--- src/rtl/eth_frame_pattern_tx_if.sv ---
// eth_frame_pattern_tx_if: byte-wide AXI4-Stream link between the pattern transmitter (master) and the TEMAC TX sink (slave)
interface eth_frame_pattern_tx_if;
  logic [7:0] tdata;
  logic tlast;
  logic tvalid;
  logic tready;
  modport master(output tdata, output tlast, output tvalid, input tready);
  modport slave(input tdata, input tlast, input tvalid, output tready);
endinterface

--- src/rtl/eth_frame_pattern_tx.sv ---
// eth_frame_pattern_tx: pattern-memory driven Ethernet frame transmitter onto byte AXIS (ETH_FRAME_TX_SEQNUM_EN inserts tx_count at bytes 14-17)
module eth_frame_pattern_tx #(
  parameter int ADDR_WIDTH = 11,
  parameter int MIN_SIZE = 60
) (
  input  logic clk,
  input  logic rst_n,
  input  logic start,
  input  logic continuous,
  input  logic [ADDR_WIDTH-1:0] frame_size,
  input  logic [15:0] ifg_cycles,
  output logic busy,
  output logic [31:0] tx_count,
  output logic [ADDR_WIDTH-1:0] pattern_addr,
  input  logic [7:0] pattern_data,
  input  logic [7:0] pattern_flags,
  eth_frame_pattern_tx_if.master m_axis
);
  typedef enum logic [1:0] {IDLE, SEND, GAP} st_t;
  localparam logic [ADDR_WIDTH-1:0] MIN_SZ = ADDR_WIDTH'(MIN_SIZE);
  st_t st_q, st_d;
  logic [ADDR_WIDTH-1:0] eff_q, eff_d, addr_q, addr_d, off_q, off_d;
  logic [15:0] ifg_q, ifg_d, gap_q, gap_d;
  logic pend_q, pend_d;
  logic [7:0] lfsr_q, lfsr_d;
  logic [1:0] cnt_q, cnt_d, cnt_a;
  logic [8:0] f0_q, f0_d, f1_q, f1_d;
  logic [31:0] txc_q, txc_d;
  logic busy_q, busy_d;
  logic pop, last_pop, iss, latch;
  logic [7:0] byte_w;
  logic [8:0] w;
`ifdef ETH_FRAME_TX_SEQNUM_EN
  logic [1:0] sidx;
`endif
  always_comb begin
    pop = (cnt_q != 2'd0) && m_axis.tready;
    last_pop = pop && f0_q[8];
    cnt_a = cnt_q - {1'b0, pop};
    iss = (st_q == SEND) && (addr_q != eff_q) && ((cnt_a + {1'b0, pend_q}) < 2'd2);
    latch = ((st_q == IDLE) && start) || ((st_q == GAP) && (gap_q <= 16'd1) && continuous);
    byte_w = pattern_flags[0] ? lfsr_q : pattern_data;
`ifdef ETH_FRAME_TX_SEQNUM_EN
    sidx = off_q[1:0] - 2'd2;
    byte_w = ((off_q >= ADDR_WIDTH'(14)) && (off_q <= ADDR_WIDTH'(17))) ? txc_q[{~sidx, 3'b000} +: 8] : byte_w;
`endif
    w = {off_q == eff_q - 1'b1, byte_w};
    f0_d = pop ? f1_q : f0_q;
    f1_d = f1_q;
    f0_d = (pend_q && cnt_a == 2'd0) ? w : f0_d;
    f1_d = (pend_q && cnt_a != 2'd0) ? w : f1_d;
    cnt_d = cnt_a + {1'b0, pend_q};
    lfsr_d = pend_q ? {lfsr_q[6:0], lfsr_q[7] ^ lfsr_q[5] ^ lfsr_q[4] ^ lfsr_q[3]} : lfsr_q;
    pend_d = iss;
    off_d = iss ? addr_q : off_q;
    addr_d = latch ? '0 : iss ? addr_q + 1'b1 : addr_q;
    txc_d = txc_q + {31'd0, last_pop};
    st_d = latch ? SEND : ((st_q == SEND) && last_pop) ? GAP : ((st_q == GAP) && (gap_q <= 16'd1)) ? IDLE : st_q;
    eff_d = latch ? ((frame_size < MIN_SZ) ? MIN_SZ : frame_size) : eff_q;
    ifg_d = latch ? ifg_cycles : ifg_q;
    gap_d = ((st_q == SEND) && last_pop) ? ifg_q : (st_q == GAP) ? gap_q - 16'd1 : gap_q;
    busy_d = st_d != IDLE;
  end
  always_ff @(posedge clk) begin
    if (!rst_n) begin
      st_q <= IDLE;
      eff_q <= MIN_SZ;
      ifg_q <= '0;
      gap_q <= '0;
      addr_q <= '0;
      off_q <= '0;
      pend_q <= 1'b0;
      lfsr_q <= 8'h0B;
      cnt_q <= '0;
      f0_q <= '0;
      f1_q <= '0;
      txc_q <= '0;
      busy_q <= 1'b0;
    end else begin
      st_q <= st_d;
      eff_q <= eff_d;
      ifg_q <= ifg_d;
      gap_q <= gap_d;
      addr_q <= addr_d;
      off_q <= off_d;
      pend_q <= pend_d;
      lfsr_q <= lfsr_d;
      cnt_q <= cnt_d;
      f0_q <= f0_d;
      f1_q <= f1_d;
      txc_q <= txc_d;
      busy_q <= busy_d;
    end
  end
  assign m_axis.tdata = f0_q[7:0];
  assign m_axis.tlast = f0_q[8];
  assign m_axis.tvalid = cnt_q != 2'd0;
  assign pattern_addr = addr_q;
  assign tx_count = txc_q;
  assign busy = busy_q;
endmodule

--- src/flat_wrapper.sv ---
// flat-port wrapper written by rule: the top's interface ports become plain ports
module eth_frame_pattern_tx_flat 
#(
  parameter int ADDR_WIDTH = 11,
  parameter int MIN_SIZE = 60
)
  (clk, rst_n, start, continuous, frame_size, ifg_cycles, busy, tx_count, pattern_addr, pattern_data, pattern_flags, m_axis_tdata, m_axis_tlast, m_axis_tvalid, m_axis_tready);
  eth_frame_pattern_tx_if m_axis_i ();
  input  logic clk;
  input  logic rst_n;
  input  logic start;
  input  logic continuous;
  input  logic [ADDR_WIDTH-1:0] frame_size;
  input  logic [15:0] ifg_cycles;
  output logic busy;
  output logic [31:0] tx_count;
  output logic [ADDR_WIDTH-1:0] pattern_addr;
  input  logic [7:0] pattern_data;
  input  logic [7:0] pattern_flags;
  output wire logic [$bits(m_axis_i.tdata)-1:0] m_axis_tdata;
  output wire logic [$bits(m_axis_i.tlast)-1:0] m_axis_tlast;
  output wire logic [$bits(m_axis_i.tvalid)-1:0] m_axis_tvalid;
  input wire logic [$bits(m_axis_i.tready)-1:0] m_axis_tready;
  assign m_axis_tdata = m_axis_i.tdata;
  assign m_axis_tlast = m_axis_i.tlast;
  assign m_axis_tvalid = m_axis_i.tvalid;
  assign m_axis_i.tready = m_axis_tready;
  eth_frame_pattern_tx #(.ADDR_WIDTH(ADDR_WIDTH), .MIN_SIZE(MIN_SIZE)) u_core (.clk(clk), .rst_n(rst_n), .start(start), .continuous(continuous), .frame_size(frame_size), .ifg_cycles(ifg_cycles), .busy(busy), .tx_count(tx_count), .pattern_addr(pattern_addr), .pattern_data(pattern_data), .pattern_flags(pattern_flags), .m_axis(m_axis_i));
endmodule
--- config.mk ---
export PLATFORM = sky130hd
export DESIGN_NAME = eth_frame_pattern_tx_flat
export DESIGN_NICKNAME = d
export VERILOG_FILES = /design/src/rtl/eth_frame_pattern_tx_if.sv /design/src/rtl/eth_frame_pattern_tx.sv /design/src/flat_wrapper.sv
export SDC_FILE = /design/constraint.sdc
export NUM_CORES = 1
export LEC_CHECK = 0
export CORE_MARGIN = 5
export CORE_UTILIZATION = 53
export CTS_CLUSTER_DIAMETER = 150
export DETAILED_ROUTE_END_ITERATION = 8
export PLACE_DENSITY = 0.8
export SYNTH_ARGS = -nofsm -noshare
export SYNTH_HDL_FRONTEND = slang
export SYNTH_SLANG_ARGS = --single-unit
export TNS_END_PERCENT = 1
--- constraint.sdc ---
create_clock -name clk -period 3.2 [get_ports clk]
set_input_delay 0.64 -clock clk [delete_from_list [all_inputs] [get_ports clk]]
set_output_delay 0.64 -clock clk [all_outputs]
set_load 0.02 [all_outputs]
==> results of run 1 <==
## tightest hold or removal path, stage by stage (launching register included)
cell and delay, ps:
dfxtp_1 320, nand3_1 60, o21ai_1 50
## kinds of logic after synthesis
| logic type | share of synthesized area [%] |
|---|---|
| and+or+nand+nor | 23.69 |
| muxes | 8.333 |
| xor gates and xnor gates | 9.433 |
| buffers and inverters | 3.257 |
| DFF | 43.65 |
| AOI/OAI and AO/OA | 9.941 |
| adders and majority gates | 1.692 |
## power by group through the flow
stage          Combinational, mW  Clock [mW]  Sequential (mW)
2_1_floorplan              0.417           0             1.80
3_3_place_gp               0.641           0             1.79
3_5_place_dp               0.662           0             1.79
4_1_cts                    0.668        2.22             1.76
5_1_grt                    0.723        2.30             1.77
6_report                   0.665        2.19             1.76
## per-layer routing
| metal | vias up | share of wire, % | wire (um) |
|---|---|---|---|
| met2 | 145 | 49 | 7042 |
| met5 | - | 0 | 0 |
| li1 | 2540 | - | - |
| met3 | 23 | 5.0 | 711 |
| met1 | 2446 | 44 | 6283 |
| met4 | 0 | 1.7 | 238 |
## sequential cells by signal, summed over array words and instances, names as in the netlist, 2 cells and up
signal and cells:
u_core.cnt_q 2, u_core.lfsr_q 8, u_core.st_q 2, u_core.f1_q 9
u_core.tx_count 32, u_core.off_q 11, u_core.f0_q 9, u_core.ifg_q 16
u_core.eff_q 11, u_core.gap_q 16, u_core.pattern_addr 11
## worst min-delay path by stage
stage / depth (start not counted) / end / from / slack, ps
global route: 2 / u_core.gap_q[9] / u_core.ifg_q[9] / 500
detailed placement: 2 / u_core.off_q[7] / u_core.off_q[7] / 460
CTS: 2 / u_core.off_q[1] / u_core.off_q[1] / 470
finish: 2 / u_core.off_q[1] / u_core.off_q[1] / 470
global placement: 2 / u_core.f1_q[8] / u_core.f1_q[8] / 450
floorplan: 2 / u_core.gap_q[9] / u_core.ifg_q[9] / 430
## cell type report
| type | count | area [um2] | share of cell area [%] |
|---|---|---|---|
| clock buffers | 23 | 476.7 | 6.218 |
| flip-flops and latches | 129 | 2582 | 33.69 |
| repair buffers | 104 | 1041 | 13.58 |
| inverters | 11 | 41.29 | 0.5386 |
| clock inverters | 9 | 200.2 | 2.611 |
| multi-input cells | 502 | 3149 | 41.08 |
| well taps | 140 | 175.2 | 2.285 |
## synthesized netlist by cell type, types with 4 or more instances
cell type	instances	share of area, %
nand3_1	30	2.5
xor2_1	17	2.5
nor4_1	6	0.63
buf_2	4	0.34
inv_1	11	0.70
dfxtp_1	129	44
a211oi_1	11	1.4
or3_1	11	1.2
nor3_1	17	1.4
nand4_1	12	1.3
nor2b_1	6	0.63
o21ai_0	18	1.5
o21ai_1	9	0.76
a21oi_1	32	2.7
a31oi_1	6	0.63
nor2_1	95	6.0
and3_1	17	1.8
nand2_1	60	3.8
buf_1	4	0.25
mux2i_1	47	8.0
ha_1	8	1.7
and2_1	9	0.95
clkbuf_1	26	1.6
xnor2_1	44	6.5
## through the flow
step | cell area [um2] | utilization [%]
3_5_place_dp | 6989 | 64.19
3_3_place_gp | 6989 | 64.19
4_1_cts | 7666 | 70.41
5_1_grt | 7666 | 70.41
6_report | 7666 | 70.41
2_1_floorplan | 5916 | -
==> run metrics, run 1 <==
r2r startpoint=u_core.cnt_q[1]; RSZ-0062 raised after global routing=no; insertion delay to the later sink of the worst-skew pair=520 ps; CTS tree=yes; drt first pass iters=7; met3 Track Usage GR=4.386%; NetSw=1.101 mW; global-route wire length before repair=23.85 mm; final setup violating endpoints=0; Overflow after GRT=0; vias in the first global route=5211; core area=10890 um2; largest net degree at the start of global routing=62; initial antenna violation count=0; Inst Count DP=886; switching share of power=23.85%; Max H-tree Level=4; Most Crowded Layer GR=met2; Slew Viols, Final=0; Buf+Inv Stages, Crit Path=2; Residual DRC=0; part of the power in the clock network=47.5%; endpoints failing hold=0; share of flip-flops with an asynchronous set or reset=0%; final setup margin=548.0 ps; GR Util met2=37.65%; power share of the combinational group=14.4%; drt total wl=14.28 mm; post-synthesis cell count=678; Crit Path Max Fanout=6; Crit. End Element=register; Netlist cell types=52; Area Overhead vs Synth=29.59%; post-synthesis register bit count=129; chip width=115.7 um; Synth warnings=0; post-detail-place hpwl=9.788 mm; Clock Sink Count=129; peak supply drop=0.2940 mV; # IOs=102; diodes inserted=0; Crit path depth=11; most common cell after layout, fill and taps aside=dfxtp_1; global-route usage over all layers=21.96%; ratio of final minimum period to clock period=82.87%; Worst Setup EP=u_core.pattern_addr[10]; Vias=5154; WL/cell=15.55 um; Reg2Reg Setup Slack=700 ps; fmax=377.1 MHz; final hold slack=471.1 ps; Seq pwr share=38.1%; largest buffer count on any clock path=2; nets=821; Layout Cells excl Fill=918; Reg2Reg Depth=10; Initial Utilization=54.33%; Setup WS pre-CTS=5.663 ps; clk slew on worst S/H paths=60 ps; Leak=2.847 nW; CTS resizes=0; status=finished clean; Synth Area per Inst=8.725 um2; Root Driver=clkbuf_8; GR Layer Usage met1=26.82%; Worst-Margin Slew=611.3 ps; WP data arrival=3050 ps; DRT antenna net count=0; Cell Pwr Density=602.1 nW/um2; ys flop type=dfxtp_1; RR Endpoint=u_core.pattern_addr[10]; delay-heaviest family, CP=simple AND/OR/NAND/NOR gates; Clock Skew=8.399 ps; MaxCap Viol Count=0; Startpoint Class=input port; cell chain of the critical path=clkdlybuf4s50_1, o21a_1, ha_1, inv_1, ha_1, xor3_1, nor2_1, nand4_1, nor4b_1, xnor2_1, nor2_1; synthesized net count=734; register area share after synthesis=43.65%; max incr delay on CP=460 ps; Worst Hold Class=register to register; EDFF count, synth=0; CTS buffer count=17; Design Power=4.616 mW; Total Die Area=13370 um2; setup bufs post-CTS=0; layout cells sized above 1=6.684%; row cnt=38; setup_tns=0 ps; critical path class=input port to register; gpl congestion=0.8207; Final min period=2652 ps; most frequent cells in the layout=dfxtp_1, nor2_1, clkdlybuf4s50_1, nand2_1, mux2i_1; Setup crit start=m_axis_tready; slew margin rel.=59.02%; fill count=859; Post-Syn Area=5916 um2; Required @ worst endpoint=3600 ps; DRT iter0 DRCs=438; die span in y=115.7 um; port bufs=94; Post-CTS Hold Buffers=0; vias per cell=5.614; Crit-path slowest cell=clkdlybuf4s50_1; Internal=3.515 mW
No activity file was read; power rests on OpenSTA's default activity.
==> inputs of run 2 (changes only) <==
- CORE_UTILIZATION: 53 -> 48
- PLACE_DENSITY: 0.8 -> 0.76
- clock period: 3.2 -> 2.4 ns (I/O delays scaled with it)
==> run 2 against run 1 <==
  * The flow now finishes with violations (negative setup slack)
  * Clock skew shrank 2.9 ps
  * Worst hold slack got worse by 20 ps
  * Critical path depth down 1
  * Non-clock buffer count up 33
  * Via count is 2.7% higher
  * Core utilization down 4.8 points
  * Wire length is 6.6% higher
  * Clock power up 6%
  * Die area is 9.5% higher
  * Global-route usage is 1.4 points lower
  * Worst setup slack worse by 580 ps
  * Flip-flop and latch count is the same
  * Largest power group is now sequential cells
==> run metrics, run 2 (synthesized netlist as in run 1, its figures left out) <==
WL/cell=15.55 um; MaxCap Viol Count=0; diodes inserted=0; area occupied by multi-input gates=3274 um2; largest net degree at the start of global routing=47; Leak=2.939 nW; Vias=5295; slew margin rel.=57.71%; Setup WS pre-CTS=-575.2 ps; port bufs=94; Worst Hold Class=register to register; # IOs=102; most frequent cells in the layout=dfxtp_1, nor2_1, clkdlybuf4s50_1, nand2_1, mux2i_1; WP data arrival=2740 ps; Crit. End Element=register; Area Overhead vs Synth=33.71%; Sequential cell area=2582 um2; final setup margin=-36.87 ps; vias in the first global route=5195; Startpoint Class=input port; Required @ worst endpoint=2700 ps; Clock Sink Count=129; Total Die Area=14640 um2; Worst-Margin Slew=633.0 ps; RSZ-0062 raised after global routing=yes; fill count=983; Clock Skew=5.537 ps; largest buffer count on any clock path=2; vias per cell=5.409; DP Area=7264 um2; Slew Viols, Final=0; Post-CTS Hold Buffers=0; failing checks=negative setup slack; CTS buffer count=17; Max H-tree Level=4; final setup violating endpoints=1; critical path class=input port to register; Cell Pwr Density=718.0 nW/um2; core area=12060 um2; row cnt=40; layout cells sized above 1=12.08%; max FFs per register=32; Layout Cells excl Fill=979; nets=856; gpl congestion=0.8419; final instance area=7910 um2; setup_tns=-36.87 ps; insertion delay to the later sink of the worst-skew pair=410 ps; initial antenna violation count=0; Inst Count DP=946; Crit Path Max Fanout=4; CTS tree=yes; global-route wire length before repair=24.58 mm; die span in y=121.0 um; drt total wl=15.22 mm; most common cell after layout, fill and taps aside=dfxtp_1; fmax=410.4 MHz; clk slew on worst S/H paths=50 ps; Overflow after GRT=0; DRT antenna net count=0; ratio of final minimum period to clock period=101.5%; Final min period=2437 ps; DRT iter0 DRCs=371; Root Driver=clkbuf_16; post-detail-place hpwl=10.36 mm; endpoints failing hold=0; Residual DRC=0; Initial Utilization=49.05%; peak supply drop=0.4260 mV; fin util=65.58%; global-route usage over all layers=20.59%; status=finished with violations; drt first pass iters=5; chip width=121.0 um
[run 2: worst max-delay path, stage by stage]
cell and delay (ps):
clkdlybuf4s50_1 450, o21a_1 170, ha_4 210, inv_1 50, ha_1 140, xor3_2 330, buf_4 180, nor4b_1 480
xnor2_1 200, nor2_1 50
[run 2: area by class of cell]
type	count	share of cell area [%]
clock buffer	24	5.837
clock inverter	6	0.7593
inverter	11	0.5220
multi-input combinational	504	41.40
sequential	129	32.65
tap	168	2.657
timing repair buffer	137	16.18
[run 2: path summary, 6_finish.rpt]
kind | start | to | slack [ps] | cells past startpoint
min reg2reg | u_core.ifg_q[9] | u_core.gap_q[9] | 450 | 2
max reg2reg | u_core.cnt_q[0] | u_core.pattern_addr[3] | 60 | 9
max | m_axis_tready | u_core.pattern_addr[3] | -40 | 10
min | u_core.ifg_q[9] | u_core.gap_q[9] | 450 | 2
[run 2: routing by layer]
layer  up-vias  track usage (%)  share of wire, %
met5         -                0                 0
met1      2502            24.83                42
met3        26            4.755               5.1
met4         0            8.428               2.0
li1       2621                -                 -
met2       146            35.26                51
[run 2: power breakdown]
group / internal (mW) / leakage, nW / switching [mW]
clock: 1.43 / 0.250 / 0.894
sequential: 2.26 / 1.05 / 0.0857
combinational: 0.504 / 1.64 / 0.509
total: 4.19 / 2.94 / 1.49
[run 2: per-stage QoR]
stage | power, mW | hold WS [ps]
after floorplan | 2.988 | 431.5
after global placement | 3.330 | 443.7
after detailed placement | 3.368 | 451.3
after CTS | 5.684 | 451.1
after global routing | 5.925 | 481.2
final | 5.679 | 451.4
[run 2: timing repair]
item / CTS / global route
gates cloned: 0 / 2
pin swaps: 0 / 7
buffers inserted: 0 / 1
setup endpoints to repair: 2 / 46
resized for setup: 3 / 18
==> RTL change 1 (config.mk and constraints of run 1) <==
Take the reset off `addr_q` and load it in a clocked block of its own.
--- a/src/rtl/eth_frame_pattern_tx.sv
+++ b/src/rtl/eth_frame_pattern_tx.sv
@@ -68,5 +68,4 @@
       ifg_q <= '0;
       gap_q <= '0;
-      addr_q <= '0;
       off_q <= '0;
       pend_q <= 1'b0;
@@ -82,5 +81,4 @@
       ifg_q <= ifg_d;
       gap_q <= gap_d;
-      addr_q <= addr_d;
       off_q <= off_d;
       pend_q <= pend_d;
@@ -93,4 +91,8 @@
     end
   end
+
+  always_ff @(posedge clk) begin
+    addr_q <= addr_d;
+  end
   assign m_axis.tdata = f0_q[7:0];
   assign m_axis.tlast = f0_q[8];
Check against the original RTL: differs if rst_n is asserted again (counterexample within 4 cycles, from zero or initial values and one cycle with rst_n low); with rst_n held inactive, the same outputs for 10 cycles.
==> RTL change 1 against run 1 <==
Sequential cell count stayed put. Routed wire length is 2.0% higher. Core utilization is 0.054 points lower. Synthesized area is 0.61% higher. Global-route usage is 0.60 points higher. Count of clock-buffer cells in the layout is 3 lower. Total power is 1.4% lower. Design area is 0.36% higher. Critical path type unchanged. Setup slack worse by 110 ps.
==> RTL change 1: results (changes against run 1) <==
[synth]
synth_top_area_share_pct=43.39  ; -0.27 points
synth_cell_types=51  ; -1.9%
synth_area_leaders=dfxtp_1 43%, xnor2_1 6.5%, nand2_1 6.4%
avgSynthCellArea_um2=8.336  ; -4.5%
ys_seq_area_share_pct=43.39  ; -0.27 points
synth_top_cells_by_count=129 x dfxtp_1, 102 x nand2_1, 73 x nor2_1

[placement]
place_congestion=0.8779  ; +7.0%
dp_hpwl_um=10000  ; +2.2%
dpl_cell_area_um2=7048  ; +0.84%

[route]
dr_wl_met3_um=761  ; +7.0%
met1_length_um=6373  ; +1.4%
vias_per_cell=5.631  ; +0.30%
routed_wl_um=14560  ; +2.0%
wl_per_cell_um=15.25  ; -2.0%
wl_met2_um=7120  ; +1.1%

[timing]
fmax_ghz=0.3625  ; -3.9%
skew_ps=4.805  ; -3.594 ps
tightestPinTransition_ps=643.0  ; +31.65 ps

[global_route]
track_usage_pct=22.56  ; +0.60 points
grt_start_max_net_pins=38  ; -39%
met1_usage_pct=27.89  ; +1.1 points
grt_pass1_vias=5286  ; +1.4%
grtUsageMet2_pct=38.36  ; +0.70 points

[pwr]
ir_drop_mv=0.3134  ; +6.6%
p_leak_uw=0.002836  ; -0.41%

[critical_path]
r2r_start=u_core.cnt_q[0]
reg2reg_slack_ps=480  ; -220 ps
crit_arrival_ps=3060  ; about the same
rr_endpoint=u_core.pattern_addr[9]

[worst_hold_path]
hold_end=u_core.ifg_q[2]
hp-start=u_core.ifg_q[2]

[clocking]
root_buffer=clkbuf_16
clk_pin_slew_worst_paths_ps=60  ; about the same

[die]
fp.dieW_um=116.0  ; +0.28%

[finish]
drive_gt1_share_pct=7.239  ; +0.56 points
n_fill_cell=876  ; +2.0%

[status]
outcome=completed

==> RTL change 1: power by group <==
part	leakage (µW)	internal (µW)	switching, µW	total (µW)
Clock	0.000309	1370	720	2090
Sequential	0.00105	1700	85.0	1780
Combinational	0.00148	314	365	679
Total	0.00284	3380	1170	4550
==> RTL change 1: final cells by class <==
type                            instances  area (µm²)  share of cell area [%]
Clock buffer                           20       466.7                   6.066
Clock inverter                         12       178.9                   2.326
Inverter                               10       37.54                  0.4879
Multi-Input combinational cell        533        3159                   41.06
Sequential cell                       129        2582                   33.57
Tap cell                              140       175.2                   2.277
Timing Repair Buffer                  111        1094                   14.21
==> RTL change 1: kinds of logic (layout without fill, tap and decap cells) <==
logic type,after synthesis,in the layout,synth area share [%]
DFF,129,129,43.39
AOI/OAI and AO/OA,120,120,11.69
buffers and inverters,52,153,3.658
and+or+nand+nor,316,316,25.94
xor gates and xnor gates,64,64,9.418
adders and majority gates,8,8,1.682
muxes,25,25,4.225
==> RTL change 2 (settings of run 1) <==
Without the edit above. Add a define of `ETH_FRAME_TX_SEQNUM_EN`.
--- a/src/rtl/eth_frame_pattern_tx.sv
+++ b/src/rtl/eth_frame_pattern_tx.sv
@@ -1,3 +1,5 @@
 // eth_frame_pattern_tx: pattern-memory driven Ethernet frame transmitter onto byte AXIS (ETH_FRAME_TX_SEQNUM_EN inserts tx_count at bytes 14-17)
+`define ETH_FRAME_TX_SEQNUM_EN
+
 module eth_frame_pattern_tx #(
   parameter int ADDR_WIDTH = 11,
Behaviour: no difference found for any inputs over 10 cycles, from zero or initial values and one cycle with rst_n low; that may be too few to reach the edited logic, so the function may still have changed.
==> RTL change 2 against run 1 <==
Design area rose by 5.1%. Count of clock-buffer cells in the layout stayed put. Total power is 12% lower. Routed wire length grew 15%. Fmax decreased by 8.7%. Setup slack worse by 250 ps. Synthesized area is 10% higher. Sequential cell count unchanged.
==> RTL change 2: results (changes against run 1) <==
[status]
outcome=completed

[global_route]
grt_start_max_net_pins=53  ; -15%
grt_pass1_wl_um=27120  ; +14%
track_usage_pct=22.98  ; +1.0 points
grt_pass1_vias=5680  ; +9.0%

[synth]
synth_nets=805  ; +9.7%
synth_area_leaders=dfxtp_1 40%, nand2_1 6.8%, xnor2_1 5.6%
synth_cell_types=57  ; +9.6%
synth_top_cells_by_count=129 x dfxtp_1, 118 x nand2_1, 45 x and2_1, 45 x nand3_1, 42 x xnor2_1
ys_seq_area_share_pct=39.61  ; -4.0 points
syn_inst=749  ; +10%
ys_warn_count=0  ; unchanged

[clocking]
post_cts_buffers=0  ; unchanged
clock_latency_ps=420  ; -100 ps
root_buffer=clkbuf_16

[placement]
dp_hpwl_um=11750  ; +20%
dp.cells=963  ; +8.7%
place_congestion=0.8488  ; +3.4%
preCtsSetupSlack_ps=-53.43  ; -59.09 ps
dpl_cell_area_um2=7560  ; +8.2%

[timing]
tightestPinTransition_ps=768.4  ; +157.1 ps
period_minus_slack_ps=2906  ; +253.6 ps
fin_hold_ws_ps=456.6  ; -14.54 ps
skew_ps=8.726  ; +0.3274 ps

[critical_path]
cp_slowest_stage_delay_ps=650  ; +190 ps
crit_family=simple AND/OR/NAND/NOR gates
crit_arrival_ps=3210  ; +160 ps
worst-path-max-fanout=13  ; +7
reg2reg_slack_ps=310  ; -390 ps
crit_slowest_cell=and2_1

[pwr]
p_leak_uw=0.002989  ; +5.0%
ir_drop_mv=0.3918  ; +33%
power_density_nw_per_um2=502.4  ; -17%

[route]
vias_per_cell=5.707  ; +1.7%
vias=5673  ; +10%
drt_iter0_markers=433  ; -1.1%
first_pass_iters=5  ; -2
wl_per_cell_um=16.48  ; +6.0%

[finish]
nets=891  ; +8.5%
drive_gt1_share_pct=7.320  ; +0.64 points
n_fill_cell=920  ; +7.1%

==> RTL change 2: cell count changes after synthesis, sizes merged, moves of 9 or more <==
| cell | before | now |
|---|---|---|
| nand3 | 30 | 45 |
| xor2 | 17 | 26 |
| a211oi | 11 | 0 |
| nor2b | 6 | 18 |
| nand2 | 60 | 119 |
| mux2i | 47 | 27 |
| nor2 | 96 | 34 |
| a21boi | 0 | 39 |
| and2 | 9 | 45 |
| a21oi | 32 | 14 |
==> RTL change 2: kinds of logic (layout without fill, tap and decap cells) <==
group	Yosys count	in the layout	share of synthesized area [%]
flip-flops	129	129	39.61
AO/OA/AOI/OAI	112	112	11.65
XOR/XNOR	69	69	9.384
adder cells (fa/ha/maj)	8	8	1.535
multiplexers	35	35	6.908
buffers and inverters	50	148	3.416
AND/OR/NAND/NOR	346	346	27.50
==> RTL change 2: per-stage QoR <==
stage,TNS [ps],utilization (%)
after floorplan,0,-
after global placement,0,62.94
after detailed placement,-625.5,62.94
after CTS,0,67.08
after global routing,0,67.08
final,0,67.08
==> RTL change 2: power by group <==
group / leakage [µW] / switching [µW] / internal (µW) / total, µW
Clock: 0.000254 / 658 / 990 / 1650
Sequential: 0.00105 / 77.5 / 1690 / 1770
Combinational: 0.00169 / 336 / 298 / 634
==> RTL change 2: worst paths after layout <==
check | from | to | depth (start not counted)
min | u_core.ifg_q[4] | u_core.ifg_q[4] | 2
min reg2reg | u_core.ifg_q[4] | u_core.ifg_q[4] | 2
max reg2reg | u_core.cnt_q[1] | u_core.off_q[2] | 11
max | m_axis_tready | u_core.off_q[2] | 11
==> RTL change 2: worst reg2reg max path, stage by stage (launching register included) <==
cell,delay [ps]
dfxtp_1,330
or2_2,300
nand2_1,110
inv_1,70
ha_1,330
inv_1,60
ha_1,200
xnor2_1,220
nor2_1,160
and2_1,650
mux2i_1,290
nor2b_1,80
==> RTL change 2: layout make-up <==
type                    instances  area share [%]
flip-flops and latches        129           32.05
well taps                     147           2.283
inverters                       8          0.3727
repair buffers                109           13.01
multi-input cells             570           46.10
clock buffers                  23           5.683
clock inverters                 8          0.4969
==> RTL change 2: routing by layer <==
metal	vias to the layer above	GRT usage (%)	part of all wire [%]
met2	173	38.90	49
met5	-	0	0
met4	0	8.357	1.6
met1	2709	28.20	44
met3	23	5.874	5.3
li1	2768	-	-
